===== config.mk =====
export PLATFORM = sky130hd
export DESIGN_NAME = im_access_ctrl
export DESIGN_NICKNAME = d
export VERILOG_FILES = /design/src/rtl/im_pkg.sv /design/src/rtl/im_rr_starve.sv /design/src/rtl/im_access_ctrl.sv
export SDC_FILE = /design/constraint.sdc
export NUM_CORES = 1
export LEC_CHECK = 0
export CAP_MARGIN = 0
export CORE_UTILIZATION = 41
export CTS_CLUSTER_SIZE = 10
export DETAILED_ROUTE_END_ITERATION = 6
export HOLD_SLACK_MARGIN = 0.1
export PLACE_DENSITY = 0.79
export SLEW_MARGIN = 20
export SYNTH_ARGS = -nofsm -noshare
export SYNTH_HDL_FRONTEND = slang
export SYNTH_SLANG_ARGS = --single-unit

===== constraint.sdc =====
create_clock -name clk -period 4.25 [get_ports clk]
set_input_delay 0.85 -clock clk [delete_from_list [all_inputs] [get_ports clk]]
set_output_delay 0.85 -clock clk [all_outputs]
set_load 0.005 [all_outputs]

===== src/rtl/im_pkg.sv =====
// Shared types and geometry for the instruction-memory access controller.
// Included by the arbiter and the top level.
package im_pkg;

  localparam int IM_ADDR_W = 11;
  localparam int IM_DATA_W = 16;

  typedef enum logic [1:0] {
    RUN,
    LOAD,
    FLUSH
  } state_e;

  typedef enum logic [1:0] {
    GNT_NONE,
    GNT_FETCH,
    GNT_DBG,
    GNT_LOAD
  } grant_e;

endpackage


===== src/rtl/im_rr_starve.sv =====
// Fetch/debug arbiter: fetch wins contention until debug has been refused
// MAX_WAIT consecutive cycles, then debug takes one cycle.
module im_rr_starve #(
  parameter int MAX_WAIT = 4
) (
  input  logic clk,
  input  logic rst_n,
  input  logic en,
  input  logic fetch_req,
  input  logic dbg_req,
  output logic gnt_fetch,
  output logic gnt_dbg
);

  localparam int CNT_W = 4;
  localparam logic [CNT_W-1:0] WAIT_LIMIT = CNT_W'(MAX_WAIT);

  logic [CNT_W-1:0] wait_cnt;

  // NOTE: every combinational output is assigned a default first, so no path
  // through the block can leave it unassigned and infer a latch.
  always_comb begin
    gnt_fetch = 1'b0;
    gnt_dbg   = 1'b0;
    if (en) begin
      if (dbg_req && (!fetch_req || wait_cnt == WAIT_LIMIT)) begin
        gnt_dbg = 1'b1;
      end else if (fetch_req) begin
        gnt_fetch = 1'b1;
      end
    end
  end

  // Outside RUN the count is frozen so a pending debug keeps its place.
  // NOTE: registered state uses non-blocking assignments so every flop samples
  // the values from before the edge, independent of statement order.
  always_ff @(posedge clk or negedge rst_n) begin
    if (!rst_n) begin
      wait_cnt <= '0;
    end else if (en) begin
      if (!dbg_req || gnt_dbg) begin
        wait_cnt <= '0;
      end else if (fetch_req && wait_cnt != WAIT_LIMIT) begin
        wait_cnt <= wait_cnt + 1'b1;
      end
    end
  end

endmodule


===== src/rtl/im_access_ctrl.sv =====
// Single-port instruction memory owner: arbitrates CPU fetch and debug reads,
// and sequences boot-loader downloads that stall the CPU.
module im_access_ctrl
  import im_pkg::*;
#(
  parameter int ADDR_W   = IM_ADDR_W,
  parameter int DATA_W   = IM_DATA_W,
  parameter int MAX_WAIT = 4
) (
  input  logic              clk,
  input  logic              rst_n,
  input  logic              fetch_req,
  input  logic [ADDR_W-1:0] fetch_addr,
  output logic [DATA_W-1:0] fetch_instr,
  output logic              fetch_stall,
  input  logic              ld_start,
  input  logic [ADDR_W:0]   ld_len,
  input  logic              ld_valid,
  input  logic [DATA_W-1:0] ld_data,
  output logic              ld_ready,
  output logic              ld_busy,
  output logic              ld_done,
  input  logic              dbg_req,
  input  logic [ADDR_W-1:0] dbg_addr,
  output logic              dbg_gnt,
  output logic              dbg_valid,
  output logic [DATA_W-1:0] dbg_rdata,
  output logic [ADDR_W-1:0] mem_addr,
  output logic              mem_rd_en,
  output logic              mem_wr_en,
  output logic [DATA_W-1:0] mem_wdata,
  input  logic [DATA_W-1:0] mem_rdata
);

  localparam logic [ADDR_W:0] MAX_LEN = (ADDR_W + 1)'(1 << ADDR_W);

  state_e          state, state_nxt;
  grant_e          gnt;
  logic [ADDR_W:0] len_q;
  logic [ADDR_W:0] wr_cnt;
  logic [ADDR_W:0] len_clamped;
  logic            arb_fetch, arb_dbg;
  logic            wr_last;

  im_rr_starve #(
    .MAX_WAIT (MAX_WAIT)
  ) u_arb (
    .clk       (clk),
    .rst_n     (rst_n),
    .en        (state == RUN),
    .fetch_req (fetch_req),
    .dbg_req   (dbg_req),
    .gnt_fetch (arb_fetch),
    .gnt_dbg   (arb_dbg)
  );

  assign len_clamped = (ld_len > MAX_LEN) ? MAX_LEN : ld_len;

  // The memory port has exactly one owner per cycle. Reset forces it idle
  // immediately, because the memory samples these controls on the next negedge.
  always_comb begin
    gnt = GNT_NONE;
    if (rst_n) begin
      unique case (state)
        RUN: begin
          if (arb_dbg) begin
            gnt = GNT_DBG;
          end else if (arb_fetch) begin
            gnt = GNT_FETCH;
          end
        end
        LOAD:    if (ld_valid) gnt = GNT_LOAD;
        default: gnt = GNT_NONE;
      endcase
    end
  end

  always_comb begin
    mem_addr  = '0;
    mem_rd_en = 1'b0;
    mem_wr_en = 1'b0;
    mem_wdata = '0;
    unique case (gnt)
      GNT_FETCH: begin
        mem_rd_en = 1'b1;
        mem_addr  = fetch_addr;
      end
      GNT_DBG: begin
        mem_rd_en = 1'b1;
        mem_addr  = dbg_addr;
      end
      GNT_LOAD: begin
        mem_wr_en = 1'b1;
        mem_addr  = wr_cnt[ADDR_W-1:0];
        mem_wdata = ld_data;
      end
      default: mem_rd_en = 1'b0;
    endcase
  end

  assign wr_last = (gnt == GNT_LOAD) && ((wr_cnt + 1'b1) == len_q);

  always_comb begin
    state_nxt = state;
    unique case (state)
      RUN:     if (ld_start) state_nxt = (len_clamped == '0) ? FLUSH : LOAD;
      LOAD:    if (wr_last) state_nxt = FLUSH;
      FLUSH:   state_nxt = RUN;
      default: state_nxt = RUN;
    endcase
  end

  always_ff @(posedge clk or negedge rst_n) begin
    if (!rst_n) begin
      state     <= RUN;
      len_q     <= '0;
      wr_cnt    <= '0;
      dbg_valid <= 1'b0;
      dbg_rdata <= '0;
    end else begin
      state <= state_nxt;
      if (state == RUN && ld_start) begin
        len_q  <= len_clamped;
        wr_cnt <= '0;
      end else if (gnt == GNT_LOAD) begin
        wr_cnt <= wr_cnt + 1'b1;
      end
      // mem_rdata at this edge holds the word read on the grant cycle's negedge.
      dbg_valid <= (gnt == GNT_DBG);
      if (gnt == GNT_DBG) begin
        dbg_rdata <= mem_rdata;
      end
    end
  end

  assign dbg_gnt     = (gnt == GNT_DBG);
  assign fetch_stall = rst_n && ((state != RUN) || (fetch_req && gnt != GNT_FETCH));
  assign ld_busy     = (state != RUN);
  assign ld_ready    = (state == LOAD);
  assign ld_done     = (state == FLUSH);
  assign fetch_instr = rst_n ? mem_rdata : '0;

endmodule


# ---- Word level (Yosys, flattened, before mapping)
# Index checks and enable logic that the tools add are counted.
dict set report classes {
  n_mux 24
  n_lt_le_gt_ge 1
  div_mod_pow 0
  add_sub_neg 2
  shifts 0
  eq_ne 11
  n_mul 0
  bitwise 0
  reduce_logical 19
}
# operator n
set ops {}
lappend ops {{$mux W12} 3}
lappend ops {{$pmux W11 S3} 1}
lappend ops {{$mux W16} 2}
lappend ops {{$add A12 B1 Y12 const B} 1}
lappend ops {{$eq A12 B12 Y1} 1}
lappend ops {{$gt A12 B12 Y1 const B} 1}
lappend ops {{$logic_not A12 Y1} 1}
lappend ops {{$mux W2} 6}
lappend ops {{$mux W1} 8}
lappend ops {{$mux W4} 2}
lappend ops {{$pmux W2 S2} 2}
lappend ops {{$eq A2 B2 Y1 const B} 3}
lappend ops {{$logic_and A1 B1 Y1} 6}
lappend ops {{$reduce_bool A2 Y1} 3}
lappend ops {{$add A4 B1 Y4 const B} 1}
lappend ops {{$eq A2 B1 Y1 const B} 2}
lappend ops {{$eq A4 B3 Y1 const B} 1}
lappend ops {{$ne A2 B1 Y1 const B} 2}
lappend ops {{$ne A4 B3 Y1 const B} 1}
lappend ops {{$reduce_and A2 Y1} 2}
lappend ops {{$logic_or A1 B1 Y1} 3}
lappend ops {{$logic_not A1 Y1} 2}
lappend ops {{$logic_not A2 Y1} 1}
lappend ops {{$ne A2 B2 Y1 const B} 1}
lappend ops {{$reduce_or A2 Y1} 1}
dict set report totals {
  ramBits 0
  elab_cells 63
  latchBits 0
  n_memories 0
  output_inout_bits 67
  reg_bits 47
  rom_bits 0
}

# ---- Longest topological paths before layout
# Gate-level depths: netlist (run 1).
dict set report logic_depth {
  word_depth 13
  ltp_mapped 13
  depth_no_buf 12
}

# ---- Cells and area by module
# A second synthesis (run 1) with hierarchy kept.
dict set report hier_totals {
  hier_cells 306
  area_unflattened_um2 2881.5
}
# module area_each_um2 n_inst cells_each
set modules_own_cells {}
lappend modules_own_cells {im_access_ctrl 2621.3 1 280}
lappend modules_own_cells {im_rr_starve 260.2 1 26}

# ---- Least setup slack after synthesis (run 1)
# No wires, ideal clock.
dict set report synth_path {
  kind {in2out}
  from {input port fetch_req}
  to {output port mem_addr[9]}
  stages 10
  arrival_time_ns 2.762
  path_slack_ns 0.638
  path_cell_list {inv_1 o21ai_0 o21a_1 or2_2 inv_1 ha_1 clkbuf_1 clkbuf_1 a222oi_1 nor2_1}
}
dict set report synth_via {
  elab_chain_len 11
  word_cells_on_any_way 16
  classes_between {eq/ne (3); mux (10); reduce/logical (3)}
}
# item line_no
set synth_lines {}
lappend synth_lines {{start: declaration} im_access_ctrl.sv:12} ;# input logic fetch_req,
lappend synth_lines {{$logic_not A1 Y1} im_rr_starve.sv:26} ;# if (dbg_req && (!fetch_req || wait_cnt == WAIT_LIMIT)) begin
lappend synth_lines {{$logic_or A1 B1 Y1} im_rr_starve.sv:26}
lappend synth_lines {{$logic_and A1 B1 Y1} im_rr_starve.sv:26}
lappend synth_lines {{$mux W1} im_rr_starve.sv:26}
lappend synth_lines {{$mux W1} im_rr_starve.sv:25} ;# if (en) begin
lappend synth_lines {{$mux W1} im_access_ctrl.sv:68} ;# end else if (arb_fetch) begin
lappend synth_lines {{$mux W2 (*)} im_access_ctrl.sv:66} ;# if (arb_dbg) begin
lappend synth_lines {{$pmux W2 S2 (*)} im_access_ctrl.sv:64} ;# unique case (state)
lappend synth_lines {{$mux W2 (*)} im_access_ctrl.sv:63} ;# if (rst_n) begin
lappend synth_lines {{$eq A2 B2 Y1 (*)} --}
lappend synth_lines {{named net dbg_gnt} im_access_ctrl.sv:25} ;# output logic dbg_gnt,
lappend synth_lines {{$pmux W11 S3 (*)} im_access_ctrl.sv:83} ;# unique case (gnt)
lappend synth_lines {{end: declaration} im_access_ctrl.sv:28} ;# output logic [ADDR_W-1:0] mem_addr,
# The timed path passes the listed nets; every way through them passes the cells marked *.

# ---- Worst setup path in the final report (run 1)
dict set report layout_path {
  from {input port fetch_req}
  to {output port mem_addr[2]}
}
dict set report layout_via {
  elab_chain_len 11
  word_cells_on_any_way 16
  classes_between {eq/ne (3); mux (10); reduce/logical (3)}
}
# item line_no
set layout_lines {}
lappend layout_lines {{$logic_not A1 Y1} im_rr_starve.sv:26}
lappend layout_lines {{$logic_or A1 B1 Y1} im_rr_starve.sv:26}
lappend layout_lines {{$logic_and A1 B1 Y1} im_rr_starve.sv:26}
lappend layout_lines {{$mux W1} im_rr_starve.sv:26}
lappend layout_lines {{$mux W1} im_rr_starve.sv:25}
lappend layout_lines {{$mux W1} im_access_ctrl.sv:68}
lappend layout_lines {{$mux W2 (*)} im_access_ctrl.sv:66}
lappend layout_lines {{$pmux W2 S2 (*)} im_access_ctrl.sv:64}
lappend layout_lines {{$mux W2 (*)} im_access_ctrl.sv:63}
lappend layout_lines {{$eq A2 B2 Y1 or $eq A2 B1 Y1 (tied branches)} im_access_ctrl.sv:83}
lappend layout_lines {{$pmux W11 S3 (*)} im_access_ctrl.sv:83}
# Mark *: on every way between the ends. The rest lies on a longest branch, timed or not.

==> results.toml, run 1 <==
[sta]
maxSlewHeadroom = 0.545
worst_pin_slew_ps = 683
fin_setup_tns_ps = 0
finalCritPeriodShare = 0.967
max_freq_mhz = 243
skew_ps = 5.75
worst_hold_slack_ps = 492
hold_violations = 0
setup_viol = 0
final_max_slew_viol_count = 0
period_needed_ps = 4110

[clock_network]
clk_pin_slew_ps = 80
cts-buffers-inserted = 5
cts-root-buf = "clkbuf_8"
clock_latency_ps = 290
post-cts-setup-buffers = 0
cts.sinks = 47
cts_tree = "yes"
cts_buffer_depth = 2
cts_max_level = 2

[power]
power_density_nw_per_um2 = 401
ir_worst_vdd_mv = 0.230
leakage_nw = 1.83

[global_route]
grt_max_degree = 65
grt_pass1_vias = 2578
grt_first_pass_wirelength_um = 12600
antenna_found_initial = 0
grt_usage = 0.216
grt-ovfl-total = 0

[critical_path]
worst_ep_arrival_time_ps = 3260
r2r-end = "state[0]"
path_class = "in2out"
reg2reg_slack_ps = 1500
r2r_start = "u_arb.wait_cnt[0]"
required_ps = 3400
end_kind = "output port"
critical_path.max_fanout = 10
ff2ff_path_depth = 13
start_kind = "primary input"

[yosys]
synth_edf_count = 0
syn-num-nets = 382
synth-seq-area-share = 0.406
synth-async-reset-ratio = 1.00
synth_top_cell_area_share = 0.406
synth-main-ff-cell = "dfrtp_1"
netlist_instances = 302
yosys.area.top_type = "dfrtp_1"
ys_warn_count = 0
avgSynthCellArea_um2 = 9.59
yosys_register_bits = 47
yosysUniqueCellTypes = 53
synthTopCellsByArea = "dfrtp_1, and2_1, mux2_2, xnor2_1, xor2_1"
syn-cell-area_um2 = 2900

[layout]
fillers = 572
utilization = 0.659
final_cells = 531
mostFrequentLayoutCells = "clkdlybuf4s50_1, dfrtp_1, and2_1"
num_antenna_cells = 0
syn2layout_area_growth_pct = 54.7
final_net_count = 515
mostFrequentLayoutCell = "clkdlybuf4s50_1"
drive_gt1_frac = 0.0920

[floorplanning]
start_util = 0.426
die_area_um2 = 7400
die_x_um = 86.1
io_pins = 139
die_y_um = 86.1
rows = 30
fp.coreArea_um2 = 6790

[worst_hold_path]
hold_path_end = "len_q[10]"
hold_class = "reg2reg"
hp-start = "len_q[10]"
min_path_cells = 2

[drt]
dr.pass1.iters = 5
avgViaCountPerCell = 5.14
drt-total-wl_um = 7800
post-route-drc-count = 0
antenna_left = 0
wl_per_cell_um = 14.7
drtIter0Drc = 201
vias = 2729

[placement]
port_buffers = 138
routabilityCongestion = 0.822
hpwl_um = 6070
placed_cells = 524

[flow_run]
maxCapViolCount = 0

[outcome]
status = "finished, final reports clean"
## layer usage
layer,global-route usage,share of wire
met1,0.268,0.42
met2,0.368,0.48
met3,0.0635,0.086
met4,0.0576,0.012
met5,0,0
## state kept, by name (all words and copies together), names as in the netlist
register	flops
u_arb.wait_cnt	4
dbg_valid	1
state	2
len_q	12
dbg_rdata	16
wr_cnt	12
## synth_stat cells (2+ instances only)
master    count
a21oi_1       3
a222oi_1     10
a22o_1        7
and2_1       34
and3b_1       2
buf_1         2
buf_4         2
clkbuf_1     13
dfrtp_1      47
ha_1          8
inv_1         9
mux2_2       16
mux2i_1       2
nand2_1      23
nand2b_1      5
nand3_1       8
nand3b_1      6
nand4_1       6
nor2_1       27
nor3_1        3
nor4_1        3
nor4b_1       2
o211ai_1      2
o21ai_0       9
o31ai_1       2
or3_1         2
xnor2_1      12
xor2_1       12
## how the worst max path moves through the flow
stage | from | to | slack, ps
floorplan | fetch_req | mem_addr[9] | 640
global placement | fetch_req | mem_addr[2] | 130
detailed placement | fetch_req | mem_addr[2] | 40
CTS | fetch_req | mem_addr[2] | 30
global route | fetch_req | mem_addr[7] | -10
finish | fetch_req | mem_addr[2] | 140
## area by class of cell
type,instances,area [um2],share of cell area
multi-input combinational,227,1610,0.359
sequential,47,1180,0.262
clock buffer,6,82.6,0.0184
timing repair buffer,145,1450,0.324
inverter,9,33.8,0.00754
clock inverter,1,5.00,0.00112
tap,96,120,0.0268
## through the flow
stage	cell area (um2)	total power [mW]	setup WS, ps
5_1_grt	4480	1.92	-12.2
2_1_floorplan	2900	1.11	638
3_3_place_gp	4390	1.51	129
3_5_place_dp	4390	1.54	44.7
6_report	4480	1.79	142
4_1_cts	4470	1.81	30.5
## kinds of logic after synthesis
logic type,share of synthesized area
AND/OR/NAND/NOR,0.258
flip-flops,0.406
AO/OA/AOI/OAI,0.119
buffers and inverters,0.0406
XOR/XNOR,0.0726
multiplexers,0.0691
adder cells (fa/ha/maj),0.0346
## worst max-delay path, cell delays in order
cell and delay, ps:
clkdlybuf4s50_1 450, inv_1 110, o21ai_2 80, o21a_1 170, or2_2 300, ha_1 240, buf_4 190, a222oi_1 350
nor2_1 70, clkdlybuf4s50_1 460
## power by group
part	internal [mW]	switching (mW)
Combinational	0.493	0.324
Sequential	0.582	0.131
Clock	0.128	0.137
## what timing repair did
item                       4_1_cts  5_1_grt
setup endpoints to repair        0       16
hold buffers                     0        0
gates resized for setup          0        3
(Power assumes the default switching activity.)
==> run 2, diff against run 1 <==
--- a/config.mk
+++ b/config.mk
@@ -11,7 +11,7 @@
 export DETAILED_ROUTE_END_ITERATION = 6
 export HOLD_SLACK_MARGIN = 0.1
 export PLACE_DENSITY = 0.79
-export SLEW_MARGIN = 20
 export SYNTH_ARGS = -nofsm -noshare
 export SYNTH_HDL_FRONTEND = slang
+export SYNTH_HIERARCHICAL = 1
 export SYNTH_SLANG_ARGS = --single-unit
==> results.toml, run 2 <==
[outcome]
status = "finished, final reports clean"

[drt]
wl_per_cell_um = 15.8
antenna_left = 0
drtIter0Drc = 225
vias = 2759
dr.pass1.iters = 6
drt-total-wl_um = 8440
avgViaCountPerCell = 5.18
post-route-drc-count = 0

[floorplanning]
die_area_um2 = 7370
die_x_um = 85.8
io_pins = 139
fp.coreArea_um2 = 6790
start_util = 0.424
rows = 30
die_y_um = 85.8

[layout]
utilization = 0.658
largest-register = "dbg_rdata"
final_net_count = 515
num_antenna_cells = 0
reg_top3 = "dbg_rdata (16), len_q (12), wr_cnt (12)"
largest_register_ffs = 16
mostFrequentLayoutCells = "clkdlybuf4s50_1, dfrtp_1, and2_1"
drive_gt1_frac = 0.0892
mostFrequentLayoutCell = "clkdlybuf4s50_1"
syn2layout_area_growth_pct = 55.1

[placement]
port_buffers = 138
place_ws_ps = 149
hpwl_um = 6430
routabilityCongestion = 0.829

[worst_hold_path]
hold_class = "reg2reg"

[sta]
max_freq_mhz = 245
finalCritPeriodShare = 0.959
period_needed_ps = 4080
skew_ps = 7.18
worst_pin_slew_ps = 733
hold_violations = 0
worst_hold_slack_ps = 510
rsz0062_at_grt = "no"
setup_viol = 0
layout_setup_ws_ps = 172
final_max_slew_viol_count = 0
fin_setup_tns_ps = 0
maxSlewHeadroom = 0.511

[critical_path]
required_ps = 3400
slowest_stage = "clkdlybuf4s50_1"
worstPathBufferInverterCount = 6
crit_chain = "clkdlybuf4s50_1 > inv_1 > o211a_1 > inv_1 > o21ai_0 > nand2_1 > inv_1 > ha_1 > buf_12 > a222oi_1 > nor2_1 > clkdlybuf4s50_1"
path_class = "in2out"
worst_ep_arrival_time_ps = 3230
critical_path.max_fanout = 40
end_kind = "output port"
crit_family = "buffers and inverters"
cpPeakStageDelay_ps = 500
start_kind = "primary input"
crit_path_frequent_cell = "inv_1"

[clock_network]
cts_max_level = 2
clock_latency_ps = 300
clk_pin_slew_ps = 90
cts-buffers-inserted = 5
cts_tree = "yes"
cts-root-buf = "clkbuf_8"
cts_buffer_depth = 2
cts.sinks = 47
cts_hold_buf = 0

[power]
p_sw_mw = 0.579
leakage_nw = 1.86
power_frac_comb = 0.420
power.share.sequential = 0.391
ir_worst_vdd_mv = 0.230
power_density_nw_per_um2 = 403
internal-power_mw = 1.22
p_sw_frac = 0.321
pwr-share-clk = 0.189

[yosys]
ys_warn_count = 6
synthTopCellsByArea = "dfrtp_1, and2_1, mux2_2, xnor2_1, a222oi_1"
netlist_instances = 306
yosysUniqueCellTypes = 49
yosys.area.top_type = "dfrtp_1"
avgSynthCellArea_um2 = 9.42
syn-cell-area_um2 = 2880
synth-async-reset-ratio = 1.00
synth_top_cell_area_share = 0.408
synth-seq-area-share = 0.408
yosysMostFrequentCell = "dfrtp_1"
synth_top_cells_by_count = "dfrtp_1, and2_1, nand2_1, nor2_1, mux2_2"
synth_edf_count = 0
syn-num-nets = 385
yosys_register_bits = 47
synth-main-ff-cell = "dfrtp_1"

[global_route]
grt_pass1_vias = 2774
grt-ovfl-total = 0
antenna_found_initial = 0
grt_max_degree = 65
grt_first_pass_wirelength_um = 13500
grt_usage = 0.236

[flow_run]
maxCapViolCount = 0
run 2: worst paths after layout:
path,from,slack [ps],to,cells past startpoint
worst max-delay path,fetch_req,170,mem_addr[3],12
worst min-delay path,dbg_rdata[7],510,dbg_rdata[7],1
worst max register to register,u_arb/wait_cnt[0],1450,state[0],14
worst min register to register,dbg_rdata[7],510,dbg_rdata[7],1
max in group asynchronous,rst_n,3100,wr_cnt[4],2
min in group asynchronous,rst_n,700,dbg_rdata[3],2
run 2: final cells by class:
class | instances | area, um2
flip-flops and latches | 47 | 1180
fillers | 575 | 2330
inverters | 11 | 41.3
clock buffers | 6 | 82.6
well taps | 96 | 120
multi-input cells | 227 | 1570
repair buffers | 144 | 1440
clock inverters | 2 | 35.0
run 2: routing by layer:
layer | vias to the layer above | routed length [um] | GRT usage | part of all wire
li1 | 1323 | - | - | -
met1 | 1335 | 3420 | 0.268 | 0.41
met2 | 93 | 4390 | 0.443 | 0.52
met3 | 8 | 547 | 0.0626 | 0.065
met4 | 0 | 76 | 0.0545 | 0.0090
met5 | - | 0 | 0 | 0
run 2: power groups by stage:
stage / Combinational [mW] / Clock, mW / Sequential (mW)
after floorplan: 0.412 / 0 / 0.670
after global placement: 0.736 / 0 / 0.704
after detailed placement: 0.759 / 0 / 0.711
after CTS: 0.764 / 0.350 / 0.703
after global routing: 0.828 / 0.365 / 0.722
final: 0.756 / 0.341 / 0.703
run 2: cell families (layout without fill, tap and decap cells):
kind of cell / count (synthesis) / in the layout / share of synthesized area
fa+ha+maj: 7 / 7 / 0.0304
compound gates: 39 / 39 / 0.114
buf+inv: 32 / 163 / 0.0465
xor+xnor: 24 / 24 / 0.0729
mux: 19 / 19 / 0.0747
simple gates: 138 / 138 / 0.253
flops: 47 / 47 / 0.408
run 2: metrics by stage:
stage / instances / area (um2) / total power [mW]
2_1_floorplan: 306 / 2880 / 1.08
3_3_place_gp: 525 / 4340 / 1.44
3_5_place_dp: 525 / 4340 / 1.47
4_1_cts: 533 / 4460 / 1.82
5_1_grt: 533 / 4470 / 1.91
6_report: 533 / 4470 / 1.80
run 2: timing repair:
item / CTS / global route
setup endpoints to repair: 0 / 12
gates resized for setup: 0 / 3
setup buffers: 0 / 0
==> run 3, diff against run 2 <==
--- a/config.mk
+++ b/config.mk
@@ -9,6 +9,7 @@
 export CORE_UTILIZATION = 41
 export CTS_CLUSTER_SIZE = 10
 export DETAILED_ROUTE_END_ITERATION = 6
+export GPL_ROUTABILITY_DRIVEN = 1
 export HOLD_SLACK_MARGIN = 0.1
 export PLACE_DENSITY = 0.79
 export SYNTH_ARGS = -nofsm -noshare
==> results of run 3 <==
Final layout, timing and power as in run 2 (identical DEF).
